### config.mk
export PLATFORM = sky130hd
export DESIGN_NAME = fifo_rd_packer_flat
export DESIGN_NICKNAME = d
export VERILOG_FILES = /design/src/rtl/fifo_rd_packer_if.sv /design/src/rtl/fifo_rd_packer.sv /design/src/flat_wrapper.sv
export SDC_FILE = /design/constraint.sdc
export NUM_CORES = 1
export LEC_CHECK = 0
export BUFFER_PORTS_ARGS = -buffer_cell sky130_fd_sc_hd__buf_2
export CORE_MARGIN = 10
export CORE_UTILIZATION = 55
export DETAILED_ROUTE_END_ITERATION = 8
export PLACE_DENSITY = 0.79
export RECOVER_POWER = 25
export SLEW_MARGIN = 25
export SYNTH_ARGS = -nofsm -noshare
export SYNTH_HDL_FRONTEND = slang
export SYNTH_SLANG_ARGS = --single-unit
### constraint.sdc
create_clock -name rclk -period 2.5 [get_ports rclk]
set_clock_uncertainty 0.1 [all_clocks]
set_input_delay 0.125 -clock rclk [delete_from_list [all_inputs] [get_ports rclk]]
set_output_delay 0.125 -clock rclk [all_outputs]
set_load 0.1 [all_outputs]
### src/rtl/fifo_rd_packer_if.sv
// Read-side packer bus: FIFO read port, flush request and the packed output stream.
// master = packer side, slave = FIFO/downstream side.
interface fifo_rd_packer_if #(
  parameter int DSIZE = 8,
  parameter int LANES = 4,
  parameter int CSIZE = 16
);
  logic [DSIZE-1:0]       rdata;
  logic                   rempty;
  logic                   rinc;
  logic                   flush;
  logic [DSIZE*LANES-1:0] out_data;
  logic [LANES-1:0]       out_keep;
  logic                   out_valid;
  logic                   out_ready;
  logic [CSIZE-1:0]       word_cnt;

  modport master (
    input  rdata, rempty, flush, out_ready,
    output rinc, out_data, out_keep, out_valid, word_cnt
  );

  modport slave (
    output rdata, rempty, flush, out_ready,
    input  rinc, out_data, out_keep, out_valid, word_cnt
  );
endinterface

### src/rtl/fifo_rd_packer.sv
// Drains a first-word-fall-through FIFO and packs entries little-endian into
// LANES-wide words on a valid/ready stream; flush emits a partial word with a keep mask.
module fifo_rd_packer #(
  parameter int DSIZE = 8,
  parameter int LANES = 4,
  parameter int CSIZE = 16
) (
  input  logic             rclk,
  input  logic             rrst_n,
  fifo_rd_packer_if.master bus
);
  localparam int CW = (LANES > 1) ? $clog2(LANES) : 1;
  localparam logic [CW-1:0]    CNT_ONE  = CW'(1);
  localparam logic [CW-1:0]    CNT_LAST = CW'(LANES - 1);
  localparam logic [CSIZE-1:0] WC_ONE   = CSIZE'(1);

  typedef enum logic [0:0] {
    S_FILL = 1'b0,
    S_HOLD = 1'b1
  } state_t;

  state_t                 r_state;
  state_t                 w_state_nxt;
  logic [CW-1:0]          r_cnt;
  logic [DSIZE*LANES-1:0] r_asm;
  logic [DSIZE*LANES-1:0] w_asm_nxt;
  logic [DSIZE*LANES-1:0] r_out_data;
  logic [LANES-1:0]       r_out_keep;
  logic [LANES-1:0]       w_keep_part;
  logic [CSIZE-1:0]       r_word_cnt;
  logic                   w_rinc;
  logic                   w_last;
  logic                   w_flush_go;

  assign w_last     = (r_cnt == CNT_LAST);
  assign w_flush_go = (r_state == S_FILL) && bus.flush && (r_cnt != {CW{1'b0}});

  // state register
  always_ff @(posedge rclk) begin
    if (!rrst_n) begin
      r_state <= S_FILL;
    end else begin
      r_state <= w_state_nxt;
    end
  end

  // next-state logic
  always_comb begin
    w_state_nxt = r_state;
    case (r_state)
      S_FILL: begin
        if ((w_rinc && w_last) || w_flush_go) begin
          w_state_nxt = S_HOLD;
        end else begin
          w_state_nxt = S_FILL;
        end
      end
      S_HOLD: begin
        if (bus.out_ready) begin
          w_state_nxt = S_FILL;
        end else begin
          w_state_nxt = S_HOLD;
        end
      end
      default: w_state_nxt = S_FILL;
    endcase
  end

  // pop strobe is purely combinational so the FIFO sees it in the same cycle
  always_comb begin
    w_rinc = 1'b0;
    if (rrst_n && (r_state == S_FILL) && !bus.rempty && !bus.flush) begin
      w_rinc = 1'b1;
    end else begin
      w_rinc = 1'b0;
    end
  end

  // assembly word with the current entry dropped into lane r_cnt; flush keep mask
  always_comb begin
    w_asm_nxt = r_asm;
    w_asm_nxt[r_cnt*DSIZE +: DSIZE] = bus.rdata;
    w_keep_part = {LANES{1'b0}};
    for (int i = 0; i < LANES; i++) begin
      w_keep_part[i] = (i < int'(r_cnt));
    end
  end

  // datapath: lane fill, word capture and delivered-word counter
  always_ff @(posedge rclk) begin
    if (!rrst_n) begin
      r_cnt      <= {CW{1'b0}};
      r_asm      <= {(DSIZE*LANES){1'b0}};
      r_out_data <= {(DSIZE*LANES){1'b0}};
      r_out_keep <= {LANES{1'b0}};
      r_word_cnt <= {CSIZE{1'b0}};
    end else begin
      case (r_state)
        S_FILL: begin
          if (w_rinc) begin
            if (w_last) begin
              r_out_data <= w_asm_nxt;
              r_out_keep <= {LANES{1'b1}};
              r_cnt      <= {CW{1'b0}};
              r_asm      <= {(DSIZE*LANES){1'b0}};
            end else begin
              r_asm <= w_asm_nxt;
              r_cnt <= r_cnt + CNT_ONE;
            end
          end else if (w_flush_go) begin
            // unused lanes of r_asm are already zero
            r_out_data <= r_asm;
            r_out_keep <= w_keep_part;
            r_cnt      <= {CW{1'b0}};
            r_asm      <= {(DSIZE*LANES){1'b0}};
          end else begin
            r_cnt <= r_cnt;
          end
        end
        S_HOLD: begin
          if (bus.out_ready) begin
            r_word_cnt <= r_word_cnt + WC_ONE;
          end else begin
            r_word_cnt <= r_word_cnt;
          end
        end
        default: r_cnt <= {CW{1'b0}};
      endcase
    end
  end

  assign bus.rinc      = w_rinc;
  assign bus.out_valid = (r_state == S_HOLD);
  assign bus.out_data  = r_out_data;
  assign bus.out_keep  = r_out_keep;
  assign bus.word_cnt  = r_word_cnt;
endmodule
### src/flat_wrapper.sv
// flat-port wrapper written by rule: the top's interface ports become plain ports
module fifo_rd_packer_flat 
#(
  parameter int DSIZE = 8,
  parameter int LANES = 4,
  parameter int CSIZE = 16
)
  (rclk, rrst_n, bus_rdata, bus_rempty, bus_flush, bus_out_ready, bus_rinc, bus_out_data, bus_out_keep, bus_out_valid, bus_word_cnt);
  fifo_rd_packer_if #(.DSIZE(DSIZE), .LANES(LANES), .CSIZE(CSIZE)) bus_i ();
  input  logic rclk;
  input  logic rrst_n;
  input wire logic [$bits(bus_i.rdata)-1:0] bus_rdata;
  input wire logic [$bits(bus_i.rempty)-1:0] bus_rempty;
  input wire logic [$bits(bus_i.flush)-1:0] bus_flush;
  input wire logic [$bits(bus_i.out_ready)-1:0] bus_out_ready;
  output wire logic [$bits(bus_i.rinc)-1:0] bus_rinc;
  output wire logic [$bits(bus_i.out_data)-1:0] bus_out_data;
  output wire logic [$bits(bus_i.out_keep)-1:0] bus_out_keep;
  output wire logic [$bits(bus_i.out_valid)-1:0] bus_out_valid;
  output wire logic [$bits(bus_i.word_cnt)-1:0] bus_word_cnt;
  assign bus_i.rdata = bus_rdata;
  assign bus_i.rempty = bus_rempty;
  assign bus_i.flush = bus_flush;
  assign bus_i.out_ready = bus_out_ready;
  assign bus_rinc = bus_i.rinc;
  assign bus_out_data = bus_i.out_data;
  assign bus_out_keep = bus_i.out_keep;
  assign bus_out_valid = bus_i.out_valid;
  assign bus_word_cnt = bus_i.word_cnt;
  fifo_rd_packer #(.DSIZE(DSIZE), .LANES(LANES), .CSIZE(CSIZE)) u_core (.rclk(rclk), .rrst_n(rrst_n), .bus(bus_i));
endmodule
==> results.md <==
- Status: finished, final reports clean
- Cell area after synthesis: 0.00373 mm2
- Vias in the first global route: between 2000 and 3000
- Tot GR Track Use: 0.172
- Setup Buffers After CTS: 0
- Worst setup SP type: flop
- Crit-path cells: or4b_1 -> clkinv_2 -> buf_4 -> buf_12
- Vias per inst: 6.02
- Cell accounting for the most synthesized area: dfxtp_1
- Nets: 444
- RSZ-0062 raised after global routing: false
- Filler cell count in the final layout: about 520
- Post-synth cell types: 54
- Total core area: between 0.006 and 0.007 mm2
- Reported leakage power: between 1.5 and 2 nW
- Worst setup EP type: output port
- Hold slack: 0.0310 ns
- Ranking of synthesized cells by area: dfxtp_1 47%, a22o_1 7.0%, o2bb2ai_1 5.6%
- Total grt overflow: 0
- FF+latch count, synth: 87
- Slew margin rel.: 0.215
- # setup viols final: 0
- CP Data Required Time: ~2.3 ns
- Synth top area share: 0.467
- Detailed-route DRC error count: 0
- TNS Setup: 0 ns
- Area Overhead vs Synth: 16.1%
- Clock root buffer master: clkbuf_8
- Num rows: 29
- Die Y: about 100 um
- Syn_nets: between 300 and 400
- Pre-CTS setup slack: 0.180 ns
- WL/cell: between 15 and 20 um
- IO Pins: 67
- DP HPWL: about 6300 um
- DR iter-0 viols: around 170
- Final min period: between 2 and 2.5 ns
- Drt pass-1 iters: 4
- Worst-Margin Slew: approximately 1.2 ns
- Later-pin clock latency in the skew report: 0.36 ns
- H-Tree Level Count: 3
- DR vias: between 3000 and 4000
- First-pass GRT wire length: about 15000 um
- Critical path class: reg2out
- Sink Count: between 80 and 90
- Ys async rst share: 0
- EDFF count, synth: 0
- Max Cap Viol: 0
- Initial Util: 0.577
- Final hold vios: 0
- Most common cell in the netlist: dfxtp_1
- Period utilization: 0.948
- GPL Wtd Cong: around 0.9
- Worst path max stage delay: around 0.75 ns
- CTS Buf Count: 9
- Die width: 102 um
- Slew Viols, Final: 0
- Port Buffer Count: 66
- Synthesized area per cell: around 10 um2
- Top FF cell, synth: dfxtp_1
- Final Power: about 2.8 mW
- Final instance area: ~0.0043 mm2
- Share of layout cells above drive strength 1: 0.170
- Longest Clk Path Bufs: 2
- Max Clock Freq: 422 MHz
- Post-Synthesis Cells: around 360
- Post-synth top cells: 87 x dfxtp_1, 30 x a22o_1, 24 x o2bb2ai_1
- Critical-path top delay cell: or4b_1
- Routed WL: 8950 um
- Area of the die: around 0.010 mm2
- Diodes inserted: 0
- Post-synthesis sequential area ratio: 0.467
- Critical Path AT: 2.14 ns
- Slack of the critical path: between 0.1 and 0.15 ns
- Yosys warnings: 0
- Worst min-delay path category: in2reg
- Worst VDD drop: between 0.3 and 0.4 mV
- Pwr dens: approximately 650 mW/mm2
- Reg clk slew, reported paths: around 0.090 ns
- CP Max Fanout: 14
- Largest net degree at the start of global routing: 48
- Initial antenna violation count: 0
- CTS tree: yes
- Placed Area: 0.00408 mm2
- Post-DRT Antenna Nets: 0
-- per-layer routing --
| layer | vias to the layer above | global-route usage | part of all wire |
|---|---|---|---|
| met5 | - | 0 | 0 |
| met4 | 0 | 0.0662 | 0.013 |
| met3 | 13 | 0.0540 | 0.084 |
| met2 | 97 | 0.274 | 0.46 |
| met1 | 1449 | 0.212 | 0.44 |
| li1 | 1486 | - | - |
-- state kept, by name (all words and copies together), names as in the netlist --
| signal | count |
|---|---|
| u_core.r_asm | 32 |
| u_core.bus.word_cnt | 16 |
| u_core.bus.out_data | 32 |
| u_core.r_cnt | 2 |
| u_core.bus.out_valid | 1 |
| u_core.bus.out_keep | 4 |
-- final cells by class --
type                            count  area [um2]  share of cell area
Clock inverter                      7         121              0.0280
Inverter                            7        27.5             0.00635
Multi-Input combinational cell    240        1810               0.417
Tap cell                           77        96.3              0.0222
Sequential cell                    87        1740               0.402
Timing Repair Buffer               79         412              0.0950
Clock buffer                        9         124              0.0286
-- worst paths after layout --
kind	from	to	slack, ns	cells past startpoint
worst min-delay path	bus_rdata[1]	u_core.r_asm[17]	0.03	2
worst max-delay path	u_core.bus.out_valid	bus_rinc	0.13	4
worst max register to register	u_core.bus.out_valid	u_core.bus.out_data[14]	0.15	5
worst min register to register	u_core.bus.out_data[16]	u_core.bus.out_data[16]	0.37	1
-- power breakdown --
group / total (mW) / internal, mW / switching [mW]
sequential: 1.41 / 1.40 / 0.00918
clock: 1.17 / 0.664 / 0.510
combinational: 0.239 / 0.0618 / 0.178
total: 2.82 / 2.12 / 0.696
-- per-stage QoR --
stage | utilization | std cells
3_3_place_gp | 0.632 | 485
4_1_cts | 0.677 | 506
5_1_grt | 0.671 | 506
6_report | 0.671 | 506
3_5_place_dp | 0.632 | 485
2_1_floorplan | - | 361
-- critical path, delay by kind of cell (launching register included) --
| kind | cells | cell delay [ns] |
|---|---|---|
| buf+inv | 3 | 0.72 |
| simple gates | 1 | 0.75 |
| flops | 1 | 0.32 |
-- layout by cell type, fill, tap and decap left out, types with 9 or more instances in the layout --
cell type | Yosys | layout
o2bb2ai_1 | 24 | 24
nand2_1 | 19 | 19
and2_1 | 13 | 12
a32oi_1 | 11 | 11
clkbuf_1 | 9 | 33
clkbuf_8 | 0 | 9
buf_2 | 5 | 33
a22oi_1 | 20 | 20
dfxtp_1 | 87 | 86
a22o_1 | 30 | 30
-- what timing repair did --
action	in CTS	in global routing
resized for setup	0	1
setup endpoints to repair	0	6
endpoints found under the hold margin	5	0
hold buffers	5	0
-- cells by family (layout without fill, tap and decap cells) --
group,count (synthesis),after routing,synth area share
simple gates,95,95,0.150
fa+ha+maj,7,7,0.0235
flops,87,87,0.467
buf+inv,34,102,0.0483
mux,5,5,0.0134
compound gates,124,124,0.276
xor+xnor,9,9,0.0211
No activity file was read; power rests on OpenSTA's default activity.
